### src/rtl/preco_display_if.sv
// Price handshake between the price computation block and the display driver:
// load/value in, conversion status and the registered BCD result out.
interface preco_display_if;
  logic        load;
  logic [13:0] value;
  logic        busy;
  logic [15:0] bcd;
  logic        overflow;

  modport master (
    output load,
    output value,
    input  busy,
    input  bcd,
    input  overflow
  );

  modport slave (
    input  load,
    input  value,
    output busy,
    output bcd,
    output overflow
  );
endinterface

### src/rtl/preco_display.sv
// Price display driver: sequential double-dabble binary-to-BCD conversion
// followed by a 4-digit active-low seven-segment scan formatted as EE.CC.
module preco_display #(
  parameter int REFRESH_DIV = 50000
) (
  input  logic           clk,
  input  logic           reset,
  preco_display_if.slave price,
  output logic [6:0]     seg,
  output logic           dp,
  output logic [3:0]     an
);

  typedef enum logic [1:0] {IDLE, CONV, DONE} state_e;

  localparam int            CW      = $clog2(REFRESH_DIV);
  localparam logic [CW-1:0] CNT_MAX = CW'(REFRESH_DIV - 1);
  localparam logic [6:0]    SEG_BLANK = 7'b1111111;
  localparam logic [6:0]    SEG_DASH  = 7'b0111111;

  state_e        state_q, state_d;
  logic [13:0]   shift_q, shift_d;
  logic [15:0]   scratch_q, scratch_d;
  logic [15:0]   scratch_adj;
  logic [3:0]    iter_q, iter_d;
  logic          ovf_flag_q, ovf_flag_d;
  logic [15:0]   bcd_q, bcd_d;
  logic          overflow_q, overflow_d;

  logic [CW-1:0] refresh_q, refresh_d;
  logic [1:0]    digit_q, digit_d;
  logic [3:0]    nib;
  logic [6:0]    seg_q, seg_d;
  logic          dp_q, dp_d;
  logic [3:0]    an_q, an_d;

  function automatic logic [6:0] seg_code(input logic [3:0] n);
    case (n)
      4'd0:    return 7'b1000000;
      4'd1:    return 7'b1111001;
      4'd2:    return 7'b0100100;
      4'd3:    return 7'b0110000;
      4'd4:    return 7'b0011001;
      4'd5:    return 7'b0010010;
      4'd6:    return 7'b0000010;
      4'd7:    return 7'b1111000;
      4'd8:    return 7'b0000000;
      4'd9:    return 7'b0010000;
      default: return SEG_BLANK;
    endcase
  endfunction

  // ---------------- FSM: state register ----------------
  always_ff @(posedge clk) begin
    // NOTE: sequential state uses non-blocking assignments so every flop
    // samples pre-edge values regardless of process ordering.
    if (reset) state_q <= IDLE;
    else       state_q <= state_d;
  end

  // ---------------- FSM: next-state logic ----------------
  always_comb begin
    // NOTE: default first, so no branch leaves state_d unassigned (no latch).
    state_d = state_q;
    case (state_q)
      IDLE:    if (price.load) state_d = CONV;
      CONV:    if (iter_q == 4'd13) state_d = DONE;
      DONE:    state_d = IDLE;
      default: state_d = IDLE;
    endcase
  end

  // ---------------- FSM: outputs / datapath ----------------
  always_comb begin
    scratch_adj = scratch_q;
    for (int i = 0; i < 4; i++) begin
      if (scratch_q[4*i +: 4] >= 4'd5)
        scratch_adj[4*i +: 4] = scratch_q[4*i +: 4] + 4'd3;
    end
  end

  always_comb begin
    shift_d    = shift_q;
    scratch_d  = scratch_q;
    iter_d     = iter_q;
    ovf_flag_d = ovf_flag_q;
    bcd_d      = bcd_q;
    overflow_d = overflow_q;
    case (state_q)
      IDLE: begin
        if (price.load) begin
          shift_d    = price.value;
          scratch_d  = '0;
          iter_d     = '0;
          ovf_flag_d = (price.value > 14'd9999);
        end
      end
      CONV: begin
        {scratch_d, shift_d} = {scratch_adj, shift_q} << 1;
        iter_d               = iter_q + 4'd1;
      end
      DONE: begin
        // Saturated dashes come from overflow_q; 9999 keeps bcd meaningful.
        bcd_d      = ovf_flag_q ? 16'h9999 : scratch_q;
        overflow_d = ovf_flag_q;
      end
      default: ;
    endcase
  end

  assign price.busy     = (state_q != IDLE);
  assign price.bcd      = bcd_q;
  assign price.overflow = overflow_q;

  always_ff @(posedge clk) begin
    if (reset) begin
      shift_q    <= '0;
      scratch_q  <= '0;
      iter_q     <= '0;
      ovf_flag_q <= 1'b0;
      bcd_q      <= '0;
      overflow_q <= 1'b0;
    end else begin
      shift_q    <= shift_d;
      scratch_q  <= scratch_d;
      iter_q     <= iter_d;
      ovf_flag_q <= ovf_flag_d;
      bcd_q      <= bcd_d;
      overflow_q <= overflow_d;
    end
  end

  // ---------------- Display scan ----------------
  always_comb begin
    refresh_d = (refresh_q == CNT_MAX) ? '0 : refresh_q + CW'(1);
    digit_d   = (refresh_q == CNT_MAX) ? digit_q - 2'd1 : digit_q;
    nib       = bcd_q[{digit_q, 2'b00} +: 4];
    an_d      = ~(4'b0001 << digit_q);
    if (overflow_q) begin
      seg_d = SEG_DASH;
      dp_d  = 1'b1;
    end else begin
      // Leading-zero blanking applies to the tens-of-euros digit only.
      seg_d = (digit_q == 2'd3 && nib == 4'd0) ? SEG_BLANK : seg_code(nib);
      dp_d  = (digit_q != 2'd2);
    end
  end

  always_ff @(posedge clk) begin
    if (reset) begin
      refresh_q <= '0;
      digit_q   <= 2'd3;
      seg_q     <= SEG_BLANK;
      dp_q      <= 1'b1;
      an_q      <= 4'b1111;
    end else begin
      refresh_q <= refresh_d;
      digit_q   <= digit_d;
      seg_q     <= seg_d;
      dp_q      <= dp_d;
      an_q      <= an_d;
    end
  end

  assign seg = seg_q;
  assign dp  = dp_q;
  assign an  = an_q;

endmodule

### src/flat_wrapper.sv
// flat-port wrapper written by rule: the top's interface ports become plain ports
module preco_display_flat 
#(
  parameter int REFRESH_DIV = 50000
)
  (clk, reset, seg, dp, an, price_load, price_value, price_busy, price_bcd, price_overflow);
  preco_display_if price_i ();
  input  logic clk;
  input  logic reset;
  output logic [6:0] seg;
  output logic dp;
  output logic [3:0] an;
  input wire logic [$bits(price_i.load)-1:0] price_load;
  input wire logic [$bits(price_i.value)-1:0] price_value;
  output wire logic [$bits(price_i.busy)-1:0] price_busy;
  output wire logic [$bits(price_i.bcd)-1:0] price_bcd;
  output wire logic [$bits(price_i.overflow)-1:0] price_overflow;
  assign price_i.load = price_load;
  assign price_i.value = price_value;
  assign price_busy = price_i.busy;
  assign price_bcd = price_i.bcd;
  assign price_overflow = price_i.overflow;
  preco_display #(.REFRESH_DIV(REFRESH_DIV)) u_core (.clk(clk), .reset(reset), .price(price_i), .seg(seg), .dp(dp), .an(an));
endmodule
### config.mk
export PLATFORM = sky130hd
export DESIGN_NAME = preco_display_flat
export DESIGN_NICKNAME = d
export VERILOG_FILES = /design/src/rtl/preco_display_if.sv /design/src/rtl/preco_display.sv /design/src/flat_wrapper.sv
export SDC_FILE = /design/constraint.sdc
export NUM_CORES = 1
export LEC_CHECK = 0
export BUFFER_PORTS_ARGS = -buffer_cell sky130_fd_sc_hd__buf_4
export CORE_ASPECT_RATIO = 1.25
export CORE_MARGIN = 5
export CORE_UTILIZATION = 50
export CTS_CLUSTER_SIZE = 28
export DETAILED_ROUTE_END_ITERATION = 6
export MAX_ROUTING_LAYER = met4
export PLACE_DENSITY = 0.79
export SYNTH_ARGS = -nofsm -noshare
export SYNTH_HDL_FRONTEND = slang
export SYNTH_SLANG_ARGS = --single-unit
### constraint.sdc
create_clock -name clk -period 1.9 [get_ports clk]
set_clock_uncertainty 0.2 [all_clocks]
set_input_delay 0.095 -clock clk [delete_from_list [all_inputs] [get_ports clk]]
set_output_delay 0.095 -clock clk [all_outputs]
set_load 0.1 [all_outputs]
---- Word level (Yosys, flattened, before mapping) ----
Memories as Yosys holds them, arrays and structs flattened.
Index checks and enable logic that the tools add are counted.
Widths: inputs -> output; s select.
storage, ports and cells
  register bits ........................... 84
  memory bits (read-only) ................. 112
  input port bits ......................... 17
  output and inout port bits .............. 30
  word-level logic and storage cells ...... 64
  memories ................................ 1
cells by class
  add/sub/neg operators ................... 7
  order comparisons ....................... 5
  eq/ne operators ......................... 8
  shift-type cells ........................ 2
  multiplexer cells ....................... 16
  bitwise logic cells ..................... 1
  reductions and logical operators ........ 11
memory list
  name              words  bits a word  read ports  clocked after memory_dff  wr ports  RTL line             RTL
  (name not given)  16     7            1           0                         0         preco_display.sv:38  case (n)
operators by type and width
  kind                   count
  $mux 16                2
  $pmux 16 s2            1
  $pmux 14 s2            1
  $add 16x1->16 const B  1
  $eq 16x16->1 const B   1
  $ge 4x3->1 const B     4
  $mux 4                 4
  $shiftx 16x5->4        1
  $gt 14x14->1 const B   1
  $mux 14                1
  $mux 7                 2
  $add 4x2->4 const B    3
  $pmux 4 s2             1
  $reduce_and 2->1       3
  $add 4x1->4 const B    1
  $eq 2x2->1 const B     2
  $eq 4x4->1 const B     1
  $logic_not 4->1        1
  $mux 2                 2
  $ne 2x2->1 const B     2
  $not 4->4              1
  $pmux 2 s2             1
  $reduce_bool 2->1      2
  $reduce_or 2->1        2
  other kinds (9)        9

---- Logic depth before layout (Yosys ltp) ----
Gate-level depths: netlist of the first run.
  depth after elaboration ................. 5
  depth in mapped cells ................... 9
  depth with buffers taken out ............ 8

---- Worst setup path after synthesis of the first run ----
Ideal clock, no wire load.
  kind .................................... reg2reg
  start ................................... reg u_core.bcd_q[5], in the netlist u_core.price.bcd[5]
  end ..................................... reg u_core.seg_q[4], in the netlist u_core.seg[4]
  library setup time ...................... 0.125 ns
  data arrival time ....................... 2.283 ns
  required time ........................... 1.575 ns
  setup slack ............................. -0.708 ns
  stages on the path, launching flop included .. 7
  buffers on the path ..................... 0
  period minus slack after synthesis ...... 2.608 ns
  cell sequence ........................... dfxtp_1 > mux4_2 > inv_1 > ha_1 > nand2_1 > a221oi_1 > a2111o_1
between the ends
  longest elaborated chain between the ends .. 4
  elaborated cells on any way between the ends .. 5
  classes of those cells .................. shift (1); reduce/logical (3); memory (1)
ends and longest elaborated chain
  element                                                               RTL line              RTL
  start: declaration                                                    preco_display.sv:27   logic [15:0] bcd_q, bcd_d;
  start signal: assignment                                              preco_display.sv:121  bcd_q <= '0;
  start signal: assignment                                              preco_display.sv:128  bcd_q <= bcd_d;
  $shiftx 16x5->4 *                                                     preco_display.sv:137  nib = bcd_q[{digit_q, 2'b00} +: 4];
  parallel branches: the longest is 3 deep, another holds $mem_v2 16x7  -
  end signal: assignment                                                preco_display.sv:159  seg_q <= seg_d;
  end: declaration                                                      preco_display.sv:33   logic [6:0] seg_q, seg_d;
Every way passes the cells marked *.
A chain may end at the register's enable or synchronous reset.

---- Final worst setup path of the first run ----
  start ................................... reg u_core.digit_q[0]
  end ..................................... reg u_core.seg_q[6], in the netlist u_core.seg[6]
between the ends
  longest elaborated chain between the ends .. 5
  elaborated cells on any way between the ends .. 7
  classes of those cells .................. eq/ne (1); shift (1); mux (2); reduce/logical (2); memory (1)
ends and longest elaborated chain
  element                                                               RTL line              RTL
  start: declaration                                                    preco_display.sv:31   logic [1:0] digit_q, digit_d;
  start signal: assignment                                              preco_display.sv:158  digit_q <= digit_d;
  parallel branches: the longest is 3 deep, another holds $mem_v2 16x7  -
  $mux 7 *                                                              preco_display.sv:144  seg_d = (digit_q == 2'd3 && nib == 4'd0) ? SEG_BLANK : seg_code(nib);
  $mux 7 *                                                              preco_display.sv:139  if (overflow_q) begin
Marks and branches as above.

==> impl_metrics.json, run 1 <==
{
  "clock_path_buffers": 2,
  "critPathMaxFanout": 5,
  "cts_buffers": 9,
  "cpMaxStageDelayCell": "mux4_2",
  "drv_slew": 0,
  "netSwitchingPower_mw": 0.8530,
  "chipHeight_um": 107.8,
  "drc": 0,
  "die_w_um": 88.27,
  "grt_start_max_net_pins": 47,
  "drt-initial-drc-count": 150,
  "clockPowerShare_pct": 36.9,
  "pwr-share-seq_pct": 54.6,
  "timing.final.crit_share_pct": 103.4,
  "cts_num_sinks": 84,
  "start_util_pct": 51.43,
  "grt-ovfl-total": 0,
  "failed_checks": "negative setup slack",
  "drive_above_1_share_pct": 22.18,
  "crit_arrival_ns": 2.07,
  "top_layer": "met4",
  "dieArea_um2": 9518,
  "wirelength_met1_mm": 3.627,
  "io_buffer_count": 46,
  "cap_violations": 0,
  "routed_wl_mm": 8.682,
  "ys_ff_latch": 84,
  "htree_levels": 3,
  "wl_met3_um": 428,
  "gp_congestion": 0.8717,
  "stdcell_area_um2": 4821,
  "synth.distinct_cells": 40,
  "design.final.nets": 564,
  "ios": 47,
  "grt_antenna_before_repair": 0,
  "postPlaceCellArea_um2": 4444,
  "grt_pass1_wl_mm": 14.68,
  "worstSetupStartpointType": "flip-flop",
  "clk_latency_ns": 0.35,
  "fin_ws_ns": -0.06401,
  "min_period_ns": 1.964,
  "synth-seq-area-share_pct": 43.92,
  "p_comb_share_pct": 8.5,
  "avgSynthCellArea_um2": 8.378,
  "synth-simple-area-share_pct": 27.12,
  "power_density_nw_per_um2": 688.5,
  "max_stage_delay_ns": 0.58,
  "path_class": "flip-flop to flip-flop",
  "fmax_mhz": 509.2,
  "synth_cells": 457,
  "critPathBufInv": 1,
  "path_clk_slew_ns": 0.09,
  "final_core_util_pct": 64.76,
  "core_area_um2": 7445,
  "setup-violations-final": 3,
  "rsz0062_at_grt": "yes",
  "cts_root_buffer": "clkbuf_8",
  "tightest_slew_ns": 0.5204,
  "synth_mux_area_share_pct": 3.137,
  "firstDrtPassIters": 4,
  "hold_viol_final": 0,
  "synth-compound-area-share_pct": 9.575,
  "switching_share_pct": 25.70,
  "met2_wirelength_mm": 4.447,
  "routedWlPerCell_um": 13.91,
  "crit_family": "multiplexers",
  "p_int_mw": 2.466,
  "synth_ff_type": "dfxtp_1",
  "status": "finished with violations",
  "worstPathRequired_ns": 2.00,
  "ant_nets": 0,
  "end_kind": "flip-flop",
  "min_path_type": "primary input to flip-flop",
  "vias": 3373,
  "relSlewSlack_pct": 65.26,
  "vdd_drop_max_uv": 428.0,
  "syn_to_final_growth_pct": 25.91,
  "fillers": 627,
  "synth-xor-area-share_pct": 5.033,
  "track_usage_pct": 19.67,
  "rows": 35,
  "vias_per_cell": 5.405,
  "synth_adder_area_share_pct": 6.536,
  "path_cells": "mux4_2 > inv_4 > ha_4 > nand2_4 > and3b_1 > a21oi_1 > o21ai_1 > nand2b_1",
  "fin_hold_ws_ns": 0.02995,
  "mappedNetlistNets": 494,
  "synth-edff-count": 0,
  "grt_pass1_vias": 3275,
  "dp_hpwl_mm": 6.101,
  "synthArstFlopShare_pct": 0,
  "diodes": 0,
  "p_leak_nw": 1.878,
  "cts_tree": "yes",
  "syn_area_um2": 3829,
  "synth_top_family_by_area": "simple AND/OR/NAND/NOR gates",
  "ys_warn_count": 0
}
==> cells in the final DEF (no fill, tap or decap), drive strengths merged, types with 7 or more instances in the layout <==
master | netlist | final
nor3 | 28 | 28
inv | 18 | 20
nand2b | 14 | 14
nand2 | 30 | 30
xnor2 | 15 | 15
nor4 | 14 | 14
nand3 | 25 | 25
dlygate4sd3 | 0 | 15
dfxtp | 84 | 84
nor2 | 84 | 84
clkbuf | 18 | 11
buf | 7 | 69
xor2 | 7 | 7
ha | 20 | 20
o21ai | 15 | 15
a21oi | 35 | 35
==> cell type report <==
class | instances | area [um2] | share of cell area [%]
clock buffers | 11 | 152.6 | 3.166
clock inverters | 5 | 41.29 | 0.8565
repair buffers | 84 | 680.7 | 14.12
inverters | 18 | 72.57 | 1.505
well taps | 92 | 115.1 | 2.388
multi-input cells | 330 | 2019 | 41.89
flip-flops and latches | 84 | 1739 | 36.08
==> Yosys cell counts, types with 2 or more instances <==
library cell	instances	area (um2)
dfxtp_1	84	1682
nor2_1	84	315.3
a21oi_1	35	175.2
nand2_1	30	112.6
nor3_1	28	140.1
nand3_1	25	125.1
ha_1	20	250.2
clkbuf_1	18	67.56
inv_1	18	67.56
xnor2_1	15	131.4
nor4_1	14	87.58
nand2b_1	13	81.33
o21ai_0	11	55.05
xor2_1	7	61.31
a31oi_1	4	25.02
and2_1	4	25.02
mux4_2	4	90.09
nand3b_1	4	30.03
o21ai_1	4	20.02
or3_1	4	25.02
buf_1	3	11.26
mux2i_1	3	30.03
nand4_1	3	18.77
and3_1	2	12.51
buf_2	2	10.01
buf_6	2	22.52
nor2b_1	2	12.51
or2_2	2	12.51
==> cells by family after synthesis <==
group	count (synthesis)
AOI/OAI and AO/OA	62
xor gates and xnor gates	22
adders and majority gates	20
buffers and inverters	43
DFF	84
muxes	7
and+or+nand+nor	219
==> flip-flops by register name (all words and copies together), names as in the netlist <==
name	cells
u_core.price.bcd	16
u_core.refresh_q	16
u_core.scratch_q	16
u_core.shift_q	14
u_core.seg	7
u_core.an	4
u_core.iter_q	4
u_core.digit_q	2
u_core.state_q	2
u_core.dp	1
u_core.ovf_flag_q	1
u_core.price.overflow	1
==> power groups by stage <==
stage / logic, mW / clock network [mW] / registers [mW]
floorplan: 0.162 / 0 / 1.85
global placement: 0.251 / 0 / 1.85
CTS: 0.281 / 1.25 / 1.81
detailed placement: 0.256 / 0 / 1.85
finish: 0.283 / 1.22 / 1.81
global route: 0.315 / 1.32 / 1.82
==> through the flow <==
stage | TNS [ns] | cells | power [mW] | worst slack (ns)
floorplan | -0.3331 | 457 | 2.014 | -0.1056
global placement | -0.3142 | 590 | 2.102 | -0.07331
global route | -0.6609 | 624 | 3.457 | -0.1303
CTS | -0.09879 | 624 | 3.346 | -0.05486
finish | -0.1023 | 624 | 3.319 | -0.06401
detailed placement | -0.7136 | 590 | 2.110 | -0.1243
==> final timing paths <==
| check | from | slack (ns) | depth (start not counted) | end |
|---|---|---|---|---|
| worst max register to register | u_core.digit_q[0]$_SDFFE_PP1N_ | -0.06 | 8 | u_core.seg[6]$_SDFF_PP1_ |
| worst min-delay path | price_load | 0.03 | 4 | u_core.state_q[0]$_SDFFE_PP0P_ |
| worst min register to register | u_core.refresh_q[0]$_SDFF_PP0_ | 0.24 | 1 | u_core.refresh_q[0]$_SDFF_PP0_ |
| worst max-delay path | u_core.digit_q[0]$_SDFFE_PP1N_ | -0.06 | 8 | u_core.seg[6]$_SDFF_PP1_ |
==> repair_timing <==
action                     4_1_cts  5_1_grt
hold endpoints to repair        23        0
setup endpoints to repair        7       24
pin swaps                        5        3
gates resized for setup          1        2
buffers inserted                 3        0
hold buffers                    15        0
==> worst reg2reg max path, cell delays in order, from the launching register on <==
cell and delay [ns]:
dfxtp_4 0.40, mux4_2 0.58, inv_4 0.11, ha_4 0.14
nand2_4 0.06, and3b_1 0.18, a21oi_1 0.11, o21ai_1 0.07
nand2b_1 0.07
==> layer usage <==
metal / global-route usage [%] / up-vias
li1: - / 1688
met1: 22.27 / 1577
met2: 34.22 / 88
met3: 3.828 / 20
met4: 6.695 / 0
met5: - / -
(Power assumes the default switching activity.)
==> run 2, diff against run 1 <==
--- a/config.mk
+++ b/config.mk
@@ -11,8 +11,10 @@
 export CORE_UTILIZATION = 50
 export CTS_CLUSTER_SIZE = 28
 export DETAILED_ROUTE_END_ITERATION = 6
+export HOLD_SLACK_MARGIN = 0.12
 export MAX_ROUTING_LAYER = met4
 export PLACE_DENSITY = 0.79
+export SKIP_LAST_GASP = 1
 export SYNTH_ARGS = -nofsm -noshare
 export SYNTH_HDL_FRONTEND = slang
 export SYNTH_SLANG_ARGS = --single-unit
==> run 2 against run 1 <==
Compared with the run above:
- combinational power is essentially flat
- sequential cell count stayed put
- sequential power is essentially flat
- wire length decreased by 0.33%
- the flow still finishes with violations (negative setup slack)
- power grew 0.20%
- worst setup slack barely moved
- clock power is essentially flat
- register-to-register slack hardly changed
- maximum frequency is essentially flat
- non-clock buffer count is 2 higher
- worst hold slack better by 0.21 ns
==> impl_metrics.json, run 2 (synthesis results as in run 1) <==
{
  "dieArea_um2": 9518,
  "dp_hpwl_mm": 6.101,
  "p_comb_share_pct": 8.6,
  "crit_arrival_ns": 2.07,
  "path_clk_slew_ns": 0.09,
  "max_stage_delay_ns": 0.58,
  "clockPowerShare_pct": 36.9,
  "fin_cells": 626,
  "relSlewSlack_pct": 64.72,
  "diodes": 0,
  "clock_path_buffers": 2,
  "fmax_mhz": 509.1,
  "busiest_layer": "met2",
  "grt_pass1_vias": 3266,
  "critPathMaxFanout": 5,
  "rows": 35,
  "pwr-share-seq_pct": 54.5,
  "htree_levels": 3,
  "p_int_mw": 2.470,
  "grt_pass1_wl_mm": 14.73,
  "drt-initial-drc-count": 150,
  "worstSetupStartpointType": "flip-flop",
  "syn_to_final_growth_pct": 26.47,
  "min_path_type": "flip-flop to flip-flop",
  "vdd_drop_max_uv": 429.0,
  "cpMaxStageDelayCell": "mux4_2",
  "drc": 0,
  "ios": 47,
  "cap_violations": 0,
  "routed_wl_mm": 8.653,
  "die_w_um": 88.27,
  "tightest_slew_ns": 0.5285,
  "firstDrtPassIters": 4,
  "met2_usage_pct": 34.33,
  "drv_slew": 0,
  "failed_checks": "negative setup slack",
  "grt_antenna_before_repair": 0,
  "mostFrequentLayoutCells": "nor2_1, buf_4, dfxtp_1, a21oi_1, nand2_1",
  "fin_ws_ns": -0.06442,
  "min_period_ns": 1.964,
  "track_usage_pct": 19.72,
  "routedWlPerCell_um": 13.82,
  "gp_congestion": 0.8717,
  "path_cells": "mux4_2 > inv_4 > ha_4 > nand2_4 > and3b_1 > a21oi_1 > o21ai_1 > nand2b_1",
  "rsz0062_at_grt": "yes",
  "setup_tns_ns": -0.1060,
  "netSwitchingPower_mw": 0.8562,
  "vias_per_cell": 5.375,
  "path_class": "flip-flop to flip-flop",
  "ant_nets": 0,
  "hold_viol_final": 0,
  "grt-ovfl-total": 0,
  "design.final.nets": 566,
  "grt_start_max_net_pins": 47,
  "dpl_worst_slack_ns": -0.1243,
  "cts_root_buffer": "clkbuf_8",
  "end_kind": "flip-flop",
  "grtUsageMet1_pct": 22.46,
  "start_util_pct": 51.43,
  "cts_num_sinks": 84,
  "cts_buffers": 9,
  "cts_tree": "yes",
  "setup-violations-final": 3,
  "final_common_cell": "nor2_1",
  "core_area_um2": 7445,
  "timing.final.crit_share_pct": 103.4,
  "drive_above_1_share_pct": 22.28,
  "chipHeight_um": 107.8,
  "worstPathRequired_ns": 2.00,
  "status": "finished with violations",
  "grtUsageMet3_pct": 3.752,
  "switching_share_pct": 25.74,
  "placedCellCount": 590,
  "clk_latency_ns": 0.35,
  "power_density_nw_per_um2": 686.9,
  "p_leak_nw": 1.885,
  "total_power_mw": 3.326,
  "vias": 3365,
  "io_buffer_count": 46
}
-- run 2: cell types whose count changed in the layout (fill, tap and decap cells not counted), sizes merged --
| cell | change |
|---|---|
| dlygate4sd3 | +2 |
-- run 2: path summary, 6_finish.rpt --
| path | slack (ns) | end | start | depth (start not counted) |
|---|---|---|---|---|
| setup / recovery | -0.06 | u_core.seg[6]$_SDFF_PP1_ | u_core.digit_q[0]$_SDFFE_PP1N_ | 8 |
| hold / removal | 0.24 | u_core.refresh_q[0]$_SDFF_PP0_ | u_core.refresh_q[0]$_SDFF_PP0_ | 1 |
| setup reg to reg | -0.06 | u_core.seg[6]$_SDFF_PP1_ | u_core.digit_q[0]$_SDFFE_PP1N_ | 8 |
| hold reg to reg | 0.24 | u_core.refresh_q[0]$_SDFF_PP0_ | u_core.refresh_q[0]$_SDFF_PP0_ | 1 |
-- run 2: final cells by class --
cell class / count / area [um2]
clock buffers: 11 / 152.6
clock inverters: 5 / 41.29
fillers: 626 / 2603
inverters: 18 / 72.57
multi-input cells: 330 / 2021
flip-flops and latches: 84 / 1739
well taps: 92 / 115.1
repair buffers: 86 / 700.7
-- run 2: timing repair --
item,CTS,global route
resized for setup,1,3
hold buffers,17,0
endpoints found under the hold margin,53,0
endpoints found under the setup margin,7,25
cloned,0,0
pin swaps,5,3
setup buffers,3,0
-- run 2: power by group through the flow --
stage | logic (mW) | registers (mW) | clock network, mW
2_1_floorplan | 0.162 | 1.85 | 0
3_3_place_gp | 0.251 | 1.85 | 0
3_5_place_dp | 0.256 | 1.85 | 0
4_1_cts | 0.284 | 1.81 | 1.25
5_1_grt | 0.319 | 1.82 | 1.32
6_report | 0.285 | 1.81 | 1.23
-- run 2: layer usage --
| layer | part of all wire, % | wire length (um) |
|---|---|---|
| met5 | 0 | 0 |
| met4 | 2.4 | 205 |
| met3 | 4.7 | 410 |
| met2 | 51 | 4407 |
| met1 | 42 | 3629 |
-- run 2: critical path: cells and delay by family (launching register included) --
kind	cells	cell delay, ns
buffers and inverters	1	0.11
DFF	1	0.40
and+or+nand+nor	3	0.31
muxes	1	0.58
adders and majority gates	1	0.14
AOI/OAI and AO/OA	2	0.18
-- run 2: per-stage QoR --
stage	utilization, %	hold slack (ns)	cell area, um2
after floorplan	-	0.03101	3933
final	65.04	0.2427	4842
after detailed placement	59.70	0.1794	4444
after CTS	64.92	0.2450	4833
after global routing	65.04	0.2815	4842
after global placement	59.70	0.1631	4444
